**src/rtl/subtractor_pkg.sv**
```systemverilog
// Shared types and bit-level helpers for the serial subtractor.
// One full-subtractor cell is modelled here as two pure functions.
package subtractor_pkg;

  typedef enum logic [1:0] {
    IDLE,
    SHIFT,
    DONE
  } state_e;

  localparam int DEF_WIDTH = 8;

  function automatic logic diff_bit(
    input logic x,
    input logic y,
    input logic z
  );
    return x ^ y ^ z;
  endfunction

  function automatic logic borrow_bit(
    input logic x,
    input logic y,
    input logic z
  );
    return (~x & y) | (~x & z) | (y & z);
  endfunction

endpackage

```
**src/rtl/full_subtractor.sv**
```systemverilog
// Combinational one-bit full subtractor: d = x - y - bin.
// Single shared cell used by the serial datapath.
module full_subtractor
  import subtractor_pkg::*;
(
  input  logic x,
  input  logic y,
  input  logic bin,
  output logic d,
  output logic bout
);

  assign d    = diff_bit(x, y, bin);
  assign bout = borrow_bit(x, y, bin);

endmodule

```
**src/rtl/serial_subtractor.sv**
```systemverilog
// Bit-serial a - b - bin, LSB first, one bit per clock.
// Start/busy/done handshake; result held until the next completion.
module serial_subtractor
  import subtractor_pkg::*;
#(
  parameter int WIDTH = DEF_WIDTH
) (
  input  logic             clk,
  input  logic             rst,
  input  logic             start,
  input  logic [WIDTH-1:0] a,
  input  logic [WIDTH-1:0] b,
  input  logic             bin,
  output logic             busy,
  output logic             done,
  output logic [WIDTH-1:0] diff,
  output logic             bout
);

  localparam int CW = (WIDTH > 2) ? $clog2(WIDTH) : 1;

  state_e           state_q, state_d;
  logic [WIDTH-1:0] ra_q, rb_q;
  logic [WIDTH-2:0] rr_q;
  logic [WIDTH-1:0] rr_d;
  logic             br_q;
  logic [CW-1:0]    cnt_q;
  logic [WIDTH-1:0] diff_q;
  logic             bout_q;
  logic             d_w, bo_w;
  logic             last_w;

  full_subtractor u_fs (
    .x    (ra_q[0]),
    .y    (rb_q[0]),
    .bin  (br_q),
    .d    (d_w),
    .bout (bo_w)
  );

  // Partial result with the new bit at the MSB; full word on the last bit.
  assign rr_d   = {d_w, rr_q};
  assign last_w = (cnt_q == CW'(WIDTH - 1));

  // State register.
  always_ff @(posedge clk) begin
    if (rst) state_q <= IDLE;
    else     state_q <= state_d;
  end

  // Next-state logic.
  always_comb begin
    state_d = state_q;
    unique case (state_q)
      IDLE:    if (start)  state_d = SHIFT;
      SHIFT:   if (last_w) state_d = DONE;
      DONE:    state_d = IDLE;
      default: state_d = IDLE;
    endcase
  end

  // Output decode.
  always_comb begin
    busy = 1'b0;
    done = 1'b0;
    unique case (state_q)
      IDLE:    ;
      SHIFT:   busy = 1'b1;
      DONE: begin
        busy = 1'b1;
        done = 1'b1;
      end
      default: ;
    endcase
  end

  // Operand capture, serial shifting and result latch.
  always_ff @(posedge clk) begin
    if (rst) begin
      ra_q   <= '0;
      rb_q   <= '0;
      rr_q   <= '0;
      br_q   <= 1'b0;
      cnt_q  <= '0;
      diff_q <= '0;
      bout_q <= 1'b0;
    end else begin
      unique case (state_q)
        IDLE: begin
          if (start) begin
            ra_q  <= a;
            rb_q  <= b;
            br_q  <= bin;
            cnt_q <= '0;
          end
        end
        SHIFT: begin
          ra_q  <= ra_q >> 1;
          rb_q  <= rb_q >> 1;
          rr_q  <= rr_d[WIDTH-1:1];
          br_q  <= bo_w;
          cnt_q <= cnt_q + CW'(1);
          if (last_w) begin
            diff_q <= rr_d;
            bout_q <= bo_w;
          end
        end
        default: ;
      endcase
    end
  end

  assign diff = diff_q;
  assign bout = bout_q;

endmodule

```
**config.mk**
```make
export PLATFORM = sky130hd
export DESIGN_NAME = serial_subtractor
export DESIGN_NICKNAME = d
export VERILOG_FILES = /design/src/rtl/subtractor_pkg.sv /design/src/rtl/full_subtractor.sv /design/src/rtl/serial_subtractor.sv
export SDC_FILE = /design/constraint.sdc
export NUM_CORES = 1
export LEC_CHECK = 0
export CAP_MARGIN = 10
export CORE_MARGIN = 3
export CORE_UTILIZATION = 50
export DETAILED_ROUTE_END_ITERATION = 7
export PLACE_DENSITY = 0.76
export SYNTH_ARGS = -nofsm -noshare
export SYNTH_HDL_FRONTEND = slang
export SYNTH_SLANG_ARGS = --single-unit
```
**constraint.sdc**
```tcl
create_clock -name clk -period 1.9 [get_ports clk]
set_input_delay 0.475 -clock clk [delete_from_list [all_inputs] [get_ports clk]]
set_output_delay 0.475 -clock clk [all_outputs]
set_load 0.03 [all_outputs]
```
==> results of run 1 <==
## stage by stage
stage / worst slack, ps / instances / setup TNS, ps
5_1_grt: -1.39 / 244 / -1.39
4_1_cts: 39.5 / 244 / 0
3_3_place_gp: 115 / 236 / 0
2_1_floorplan: 491 / 169 / 0
3_5_place_dp: 22.9 / 236 / 0
6_report: 69.2 / 244 / 0
## sequential cells by signal (all words and copies together), names as in the netlist
name and flops:
bout 1, br_q 1, cnt_q 3, diff 8, ra_q 8, rb_q 8
rr_q 7, state_q 2
## kinds of logic (layout without fill, tap and decap cells)
logic type / Yosys count / after routing
multiplexers: 23 / 23
AO/OA/AOI/OAI: 33 / 33
AND/OR/NAND/NOR: 53 / 53
buffers and inverters: 16 / 47
flip-flops: 38 / 38
adder cells (fa/ha/maj): 6 / 6
## layer usage
layer	wire length, µm	vias up	part of all wire
li1	-	641	-
met1	1380	585	0.42
met2	1660	23	0.51
met3	170	6	0.052
met4	51	0	0.016
met5	0	-	0
## worst min-delay path, stage by stage, from the launching register on
cell,delay (ps)
dfxtp_1,320
nand2_1,50
a21oi_1,50
## timing repair
item                                    CTS  global route
endpoints found under the setup margin    2             4
pin swaps                                 0             0
resized for setup                         4             3
## cell type report
type | count | area [µm²]
clock inverters | 1 | 5.00
well taps | 44 | 55.1
inverters | 4 | 15.0
flip-flops and latches | 38 | 762
clock buffers | 7 | 55.1
fillers | 279 | 1080
repair buffers | 35 | 343
multi-input cells | 115 | 838
## power groups by stage
stage / clock network, mW / registers (mW) / logic [mW]
after global routing: 0.476 / 0.882 / 0.348
after CTS: 0.440 / 0.875 / 0.318
after floorplan: 0 / 0.885 / 0.249
final: 0.419 / 0.876 / 0.316
after detailed placement: 0 / 0.893 / 0.317
after global placement: 0 / 0.889 / 0.303
## synthesized netlist by cell type
cell / number / area share
or2b_1: 1 / 0.0044
mux2i_1: 22 / 0.13
ha_1: 5 / 0.037
and2_1: 1 / 0.0037
clkbuf_1: 2 / 0.0044
inv_1: 4 / 0.0088
nor2_1: 23 / 0.051
nor2b_1: 1 / 0.0037
nand2_1: 20 / 0.044
mux2_4: 1 / 0.0088
buf_2: 4 / 0.012
dfxtp_1: 38 / 0.45
a211oi_1: 3 / 0.013
fa_1: 1 / 0.012
nand2b_1: 1 / 0.0037
a211oi_2: 15 / 0.11
buf_6: 4 / 0.027
buf_4: 1 / 0.0044
buf_1: 1 / 0.0022
nor3_1: 1 / 0.0029
nor2_2: 2 / 0.0074
a21oi_1: 13 / 0.038
nand3b_1: 3 / 0.013
a32oi_1: 2 / 0.010
## path summary, 6_finish.rpt
check | start | end | slack, ps | cells after the start
max | bout$_SDFFE_PP0P_ | bout | 70 | 1
min | diff[1]$_SDFFE_PP0P_ | diff[1]$_SDFFE_PP0P_ | 460 | 2
max reg2reg | state_q[1]$_SDFFE_PP0P_ | rb_q[4]$_SDFFE_PP0P_ | 310 | 5
min reg2reg | diff[1]$_SDFFE_PP0P_ | diff[1]$_SDFFE_PP0P_ | 460 | 2
==> flow_metrics.py, run 1 <==
metrics = {
    "run_status": {
        "status": "finished, final reports clean",
    },
    "setup_path": {
        "required_ps": 1420,
        "worstSetupPathType": "reg -> out",
        "cp.buffers_inverters": 1,
        "cpMaxStageDelayCell": "clkdlybuf4s50_1",
        "max_stage_delay_ps": 670,
        "crit_family": "buffers and inverters",
        "path_max_fanout": 2,
        "critPathArrivalTime_ps": 1360,
        "worstPathCellList": "clkdlybuf4s50_1",
        "end_kind": "output port",
        "critPathLaunchType": "flop",
    },
    "global_route": {
        "grt_pass1_wl_mm": 5.64,
        "grt_usage": 0.176,
        "met1_usage": 0.194,
        "grt-ovfl-total": 0,
        "top_usage_layer": "met2",
        "grt_util_met2": 0.311,
        "met3_usage": 0.0615,
        "grt_pass1_vias": 1281,
        "antenna_found_initial": 0,
        "grt_max_degree": 33,
    },
    "clock_network": {
        "clkTransAtPathRegs_ps": 100,
        "cts_setup_buffers": 0,
        "cts_tree": "built",
        "cts.sinks": 38,
        "clk_latency_ps": 340,
        "cts_buffer_depth": 2,
        "hold_buffers": 0,
        "clock-root-buffer": "clkbuf_4",
        "htree_levels": 2,
        "numCtsBuffers": 5,
    },
    "floorplanning": {
        "pin_count": 31,
        "dieArea_mm2": 0.00413,
        "die_h_um": 64.3,
        "start_util": 0.538,
        "die_w_um": 64.3,
        "core_area_mm2": 0.00315,
        "core.rowCount": 20,
    },
    "timing": {
        "relSlewSlack": 0.703,
        "max_freq_ghz": 0.546,
        "min_period_ps": 1830,
        "setup_viol": 0,
        "hold_slack_ps": 462,
        "fin_crit_sh": 0.964,
        "hold_viol": 0,
        "tightest_slew_ps": 433,
        "final_max_slew_viol_count": 0,
        "skew_ps": 5.20,
    },
    "yosys": {
        "ys_seq_area_frac": 0.448,
        "synthSimpleGateAreaFrac": 0.134,
        "yosys_warnings": 0,
        "ys_seq_elements": 38,
        "synth_top_family_by_area": "compound AO/OA/AOI/OAI gates",
        "synth_fa_ha_area_frac": 0.0486,
        "synthCells": 169,
        "netlist_area_mm2": 0.00170,
        "synth_fp_nets": 195,
        "syn_avg_cell_area_um2": 10.0,
        "muxShareOfSynthArea": 0.139,
        "synth_compound_area_frac": 0.172,
        "ys_types": 24,
        "synthXorXnorAreaFrac": 0,
    },
    "flow_run": {
        "maxCapViolCount": 0,
    },
    "drt": {
        "wl_per_cell_um": 13.3,
        "route.detailed.drc": 0,
        "ant_nets": 0,
        "vias_per_cell": 5.14,
        "wirelength_mm": 3.26,
        "vias": 1255,
        "first_pass_iters": 4,
        "drt_iter0_drc": 32,
    },
    "power": {
        "clock_power_share": 0.260,
        "p_sw_frac": 0.270,
        "p_seq_frac": 0.544,
        "power_density_mw_per_mm2": 777,
        "combPwrFrac": 0.196,
        "intPower_mw": 1.18,
        "p_leak_nw": 0.799,
        "peakVddDrop_mv": 0.474,
        "p_switching_uw": 435,
        "power_mw": 1.61,
    },
    "cells_and_area": {
        "syn_to_final_growth_pct": 22.1,
        "final_cell_mix": "37 x dfxtp_1, 26 x clkdlybuf4s50_1, 23 x nor2_1",
        "antennaDiodeCount": 0,
        "drive_gt1_frac": 0.160,
        "final_area_mm2": 0.00207,
        "post-route-util": 0.658,
        "final_common_cell": "dfxtp_1",
        "nets": 225,
    },
    "worst_hold_path": {
        "min_path_type": "reg -> reg",
    },
    "placement": {
        "placed_area_mm2": 0.00201,
        "globalplace.congestion": 0.707,
        "numPortBuffers": 30,
        "hpwlAfterDp_mm": 2.42,
    },
}
Note: power is estimated with default switching activity, not from simulation.
==> inputs of run 2 (changes only) <==
--- a/config.mk
+++ b/config.mk
@@ -9,6 +9,7 @@
 export CORE_MARGIN = 3
 export CORE_UTILIZATION = 50
 export DETAILED_ROUTE_END_ITERATION = 7
+export GPL_TIMING_DRIVEN = 0
 export PLACE_DENSITY = 0.76
 export SYNTH_ARGS = -nofsm -noshare
 export SYNTH_HDL_FRONTEND = slang
==> flow_metrics.py, run 2 (synthesized netlist as in run 1, its figures left out) <==
metrics = {
    "run_status": {
        "status": "finished, final reports clean",
    },
    "timing": {
        "fin_ws_ps": 69.3,
        "rsz0062_at_grt": "false",
        "relSlewSlack": 0.547,
        "setup_viol": 0,
        "fin_crit_sh": 0.964,
        "hold_viol": 0,
        "min_period_ps": 1830,
        "skew_ps": 16.9,
        "max_freq_ghz": 0.546,
        "tightest_slew_ps": 679,
        "fin_tns_setup_ps": 0,
        "final_max_slew_viol_count": 0,
        "hold_slack_ps": 454,
    },
    "power": {
        "power_density_mw_per_mm2": 886,
        "power_mw": 1.92,
        "peakVddDrop_mv": 0.596,
        "clock_power_share": 0.368,
        "combPwrFrac": 0.175,
        "p_leak_nw": 0.882,
        "p_sw_frac": 0.242,
        "p_seq_frac": 0.457,
        "p_switching_uw": 463,
        "intPower_mw": 1.45,
    },
    "setup_path": {
        "critPathArrivalTime_ps": 1360,
        "timing.rr.end": "ra_q[0]$_SDFFE_PP0P_",
        "rr_startpoint": "state_q[1]$_SDFFE_PP0P_",
        "max_stage_delay_ps": 670,
        "cp.buffers_inverters": 1,
        "crit_family": "buffers and inverters",
        "r2r_slack_ps": 350,
        "critPathLaunchType": "flop",
        "ff2ff_path_depth": 7,
        "worstSetupPathType": "reg -> out",
        "path_max_fanout": 2,
        "end_kind": "output port",
        "cpMaxStageDelayCell": "clkdlybuf4s50_1",
        "required_ps": 1420,
        "worstPathCellList": "clkdlybuf4s50_1",
    },
    "worst_hold_path": {
        "hold_path_depth": 2,
        "min_path_type": "in -> reg",
        "min_to": "br_q$_SDFFE_PP0P_",
        "min_from": "rst",
    },
    "drt": {
        "vias_per_cell": 5.25,
        "drt_iter0_drc": 52,
        "wirelength_mm": 3.56,
        "route.detailed.drc": 0,
        "wl_per_cell_um": 14.2,
        "vias": 1312,
        "ant_nets": 0,
        "first_pass_iters": 4,
    },
    "flow_run": {
        "maxCapViolCount": 0,
    },
    "floorplanning": {
        "start_util": 0.538,
        "core_area_mm2": 0.00315,
        "core.rowCount": 20,
        "die_w_um": 64.3,
        "pin_count": 31,
        "dieArea_mm2": 0.00413,
        "die_h_um": 64.3,
    },
    "cells_and_area": {
        "final_common_cell": "dfxtp_1",
        "antennaDiodeCount": 0,
        "syn_to_final_growth_pct": 27.5,
        "post-route-util": 0.687,
        "nets": 231,
        "drive_gt1_frac": 0.175,
        "final_cell_mix": "38 x dfxtp_1, 23 x nor2_1, 23 x clkdlybuf4s50_1",
    },
    "clock_network": {
        "clk_latency_ps": 340,
        "cts_tree": "built",
        "numCtsBuffers": 5,
        "htree_levels": 2,
        "cts_buffer_depth": 2,
        "clkTransAtPathRegs_ps": 120,
        "clock-root-buffer": "clkbuf_4",
        "cts.sinks": 38,
    },
    "placement": {
        "numPortBuffers": 29,
        "hpwlAfterDp_mm": 2.66,
        "dp_slack_ps": 62.6,
        "globalplace.congestion": 0.732,
    },
    "global_route": {
        "grt_usage": 0.184,
        "grt_pass1_wl_mm": 5.99,
        "grt_max_degree": 13,
        "grt_pass1_vias": 1306,
        "antenna_found_initial": 0,
        "grt-ovfl-total": 0,
    },
}
-- run 2: metal layers --
metal | track usage | vias to the layer above | wire [µm]
met4 | 0.0607 | 0 | 35
met3 | 0.0439 | 7 | 123
met2 | 0.330 | 24 | 1830
met1 | 0.214 | 626 | 1570
li1 | - | 655 | -
met5 | 0 | - | 0
-- run 2: worst max path at each step --
stage | startpoint | endpoint | slack (ps) | depth (start not counted)
final | diff[0]$_SDFFE_PP0P_ | diff[0] | 70 | 1
after global routing | diff[0]$_SDFFE_PP0P_ | diff[0] | 8 | 1
after CTS | diff[7]$_SDFFE_PP0P_ | diff[7] | 10 | 1
after detailed placement | state_q[0]$_SDFFE_PP0P_ | busy | 60 | 3
after global placement | state_q[0]$_SDFFE_PP0P_ | busy | 100 | 3
after floorplan | state_q[1]$_SDFFE_PP0P_ | ra_q[4]$_SDFFE_PP0P_ | 490 | 7
-- run 2: power groups by stage --
stage / Clock [mW] / Sequential [mW] / Combinational, mW
6_report: 0.706 / 0.875 / 0.336
5_1_grt: 0.754 / 0.883 / 0.368
4_1_cts: 0.713 / 0.876 / 0.339
3_5_place_dp: 0 / 0.894 / 0.336
3_3_place_gp: 0 / 0.891 / 0.323
2_1_floorplan: 0 / 0.885 / 0.249
-- run 2: layout make-up --
type	count	area, µm²
clock buffers	6	51.3
inverters	4	15.0
clock inverters	2	60.1
fillers	267	988
repair buffers	29	300
plain buffers	12	83.8
flip-flops and latches	38	761
multi-input cells	115	838
well taps	44	55.1
-- run 2: what timing repair did --
| action | 4_1_cts | 5_1_grt |
|---|---|---|
| buffers inserted | 0 | 0 |
| resized for setup | 4 | 4 |
| hold buffers | 0 | 0 |
| pin swaps | 0 | 0 |
| endpoints found under the setup margin | 2 | 4 |
-- run 2: stage by stage --
stage / instances / area [µm²]
after floorplan: 169 / 1700
after global placement: 242 / 2040
after detailed placement: 242 / 2040
after CTS: 250 / 2150
after global routing: 250 / 2160
final: 250 / 2160
==> inputs of run 3 (changes only) <==
--- a/config.mk
+++ b/config.mk
@@ -6,8 +6,10 @@
 export NUM_CORES = 1
 export LEC_CHECK = 0
 export CAP_MARGIN = 10
+export CELL_PAD_IN_SITES_DETAIL_PLACEMENT = 0
+export CELL_PAD_IN_SITES_GLOBAL_PLACEMENT = 1
 export CORE_MARGIN = 3
-export CORE_UTILIZATION = 50
+export CORE_UTILIZATION = 39
 export DETAILED_ROUTE_END_ITERATION = 7
 export GPL_TIMING_DRIVEN = 0
 export PLACE_DENSITY = 0.76
==> flow_metrics.py, run 3 (synthesized netlist as in run 1, its figures left out) <==
metrics = {
    "run_status": {
        "status": "finished, final reports clean",
    },
    "power": {
        "intPower_mw": 1.39,
        "p_sw_frac": 0.254,
        "clock_power_share": 0.352,
        "peakVddDrop_mv": 0.393,
        "p_leak_nw": 0.807,
        "p_seq_frac": 0.470,
        "p_switching_uw": 473,
        "combPwrFrac": 0.178,
        "power_density_mw_per_mm2": 867,
    },
    "global_route": {
        "grt_pass1_vias": 1376,
        "grt-ovfl-total": 0,
        "met3_usage": 0.0402,
        "grt_usage": 0.148,
        "grt_util_met2": 0.263,
        "grt_pass1_wl_mm": 6.18,
        "top_usage_layer": "met2",
        "antenna_found_initial": 0,
        "grt_max_degree": 13,
        "met1_usage": 0.174,
    },
    "clock_network": {
        "htree_levels": 2,
        "cts_tree": "built",
        "clock-root-buffer": "clkbuf_8",
        "cts_buffer_depth": 2,
        "cts.sinks": 38,
        "cts_setup_buffers": 0,
        "numCtsBuffers": 5,
        "clk_latency_ps": 280,
        "clkTransAtPathRegs_ps": 70,
    },
    "setup_path": {
        "critPathLaunchType": "flop",
        "cp.buffers_inverters": 1,
        "worstPathCellList": "clkdlybuf4s50_1",
        "critPathArrivalTime_ps": 1310,
        "path_max_fanout": 2,
        "crit_family": "buffers and inverters",
        "max_stage_delay_ps": 680,
        "worstSetupPathType": "reg -> out",
        "required_ps": 1420,
        "end_kind": "output port",
        "cpMaxStageDelayCell": "clkdlybuf4s50_1",
    },
    "cells_and_area": {
        "final_cell_mix": "38 x dfxtp_1, 27 x clkdlybuf4s50_1, 23 x nor2_1",
        "regArea_um2": 761,
        "multiInputGateArea_um2": 838,
        "nets": 231,
        "final_common_cell": "dfxtp_1",
        "syn_to_final_growth_pct": 26.8,
        "post-route-util": 0.527,
        "fill_cells": 374,
        "drive_gt1_frac": 0.175,
        "antennaDiodeCount": 0,
    },
    "placement": {
        "numPortBuffers": 29,
        "hpwlAfterDp_mm": 2.63,
        "globalplace.congestion": 0.717,
    },
    "drt": {
        "vias_per_cell": 5.10,
        "drt_iter0_drc": 37,
        "route.detailed.drc": 0,
        "vias": 1305,
        "ant_nets": 0,
        "first_pass_iters": 4,
        "wirelength_mm": 3.56,
        "wl_per_cell_um": 13.9,
    },
    "timing": {
        "rsz0062_at_grt": "false",
        "fin_tns_setup_ps": 0,
        "tightest_slew_ps": 690,
        "setup_viol": 0,
        "skew_ps": 2.87,
        "fin_crit_sh": 0.940,
        "min_period_ps": 1790,
        "final_max_slew_viol_count": 0,
        "max_freq_ghz": 0.560,
        "relSlewSlack": 0.540,
        "hold_viol": 0,
    },
    "floorplanning": {
        "pin_count": 31,
        "core_area_mm2": 0.00409,
        "die_w_um": 72.0,
        "core.rowCount": 23,
        "dieArea_mm2": 0.00518,
        "start_util": 0.415,
        "die_h_um": 72.0,
    },
    "flow_run": {
        "maxCapViolCount": 0,
    },
    "worst_hold_path": {
        "min_path_type": "reg -> reg",
    },
}
-- run 3: changes by cell type in the layout (fill, tap and decap cells not counted) --
cell | previous run | this run
clkbuf_4 | 5 | 0
clkbuf_8 | 1 | 5
clkdlybuf4s50_1 | 23 | 27
dlymetal6s2s_1 | 4 | 0
clkinv_2 | 0 | 2
bufinv_16 | 2 | 1
clkbuf_2 | 0 | 1
clkdlybuf4s15_2 | 1 | 0
-- run 3: worst paths after layout --
path | from | to | slack (ps) | cells past startpoint
max | diff[7]$_SDFFE_PP0P_ | diff[7] | 110 | 1
min | diff[4]$_SDFFE_PP0P_ | diff[4]$_SDFFE_PP0P_ | 460 | 2
max reg2reg | state_q[0]$_SDFFE_PP0P_ | ra_q[4]$_SDFFE_PP0P_ | 350 | 6
min reg2reg | diff[4]$_SDFFE_PP0P_ | diff[4]$_SDFFE_PP0P_ | 460 | 2
-- run 3: power groups by stage --
stage / sequential [mW] / clock, mW / combinational [mW]
after CTS: 0.876 / 0.673 / 0.338
after floorplan: 0.885 / 0 / 0.249
after detailed placement: 0.895 / 0 / 0.337
final: 0.876 / 0.657 / 0.333
after global placement: 0.891 / 0 / 0.328
after global routing: 0.882 / 0.708 / 0.364
-- run 3: area by class of cell --
cell class / instances / area share
Sequential cell: 38 / 0.353
Timing Repair Buffer: 29 / 0.132
Buffer: 12 / 0.0389
Clock inverter: 3 / 0.0186
Inverter: 4 / 0.00697
Clock buffer: 5 / 0.0320
Multi-Input combinational cell: 115 / 0.389
Tap cell: 50 / 0.0291
-- run 3: stage by stage --
stage	power, mW	area [µm²]	setup WS (ps)	hold slack (ps)	cells
final	1.87	2150	114	462	256
after global routing	1.95	2150	72.2	494	256
after CTS	1.89	2160	34.4	466	256
after detailed placement	1.23	2050	70.1	455	248
after global placement	1.22	2050	101	448	248
after floorplan	1.13	1700	491	431	169
-- run 3: what timing repair did --
item / 4_1_cts / 5_1_grt
setup endpoints to repair: 2 / 1
pin swaps: 0 / 0
endpoints found under the hold margin: 0 / 0
hold buffers: 0 / 0
resized for setup: 2 / 2
-- run 3: metal layers --
layer / vias up / wire length (µm)
met5: - / 0
met4: 0 / 31
met3: 4 / 185
met2: 23 / 1780
met1: 622 / 1560
li1: 656 / -
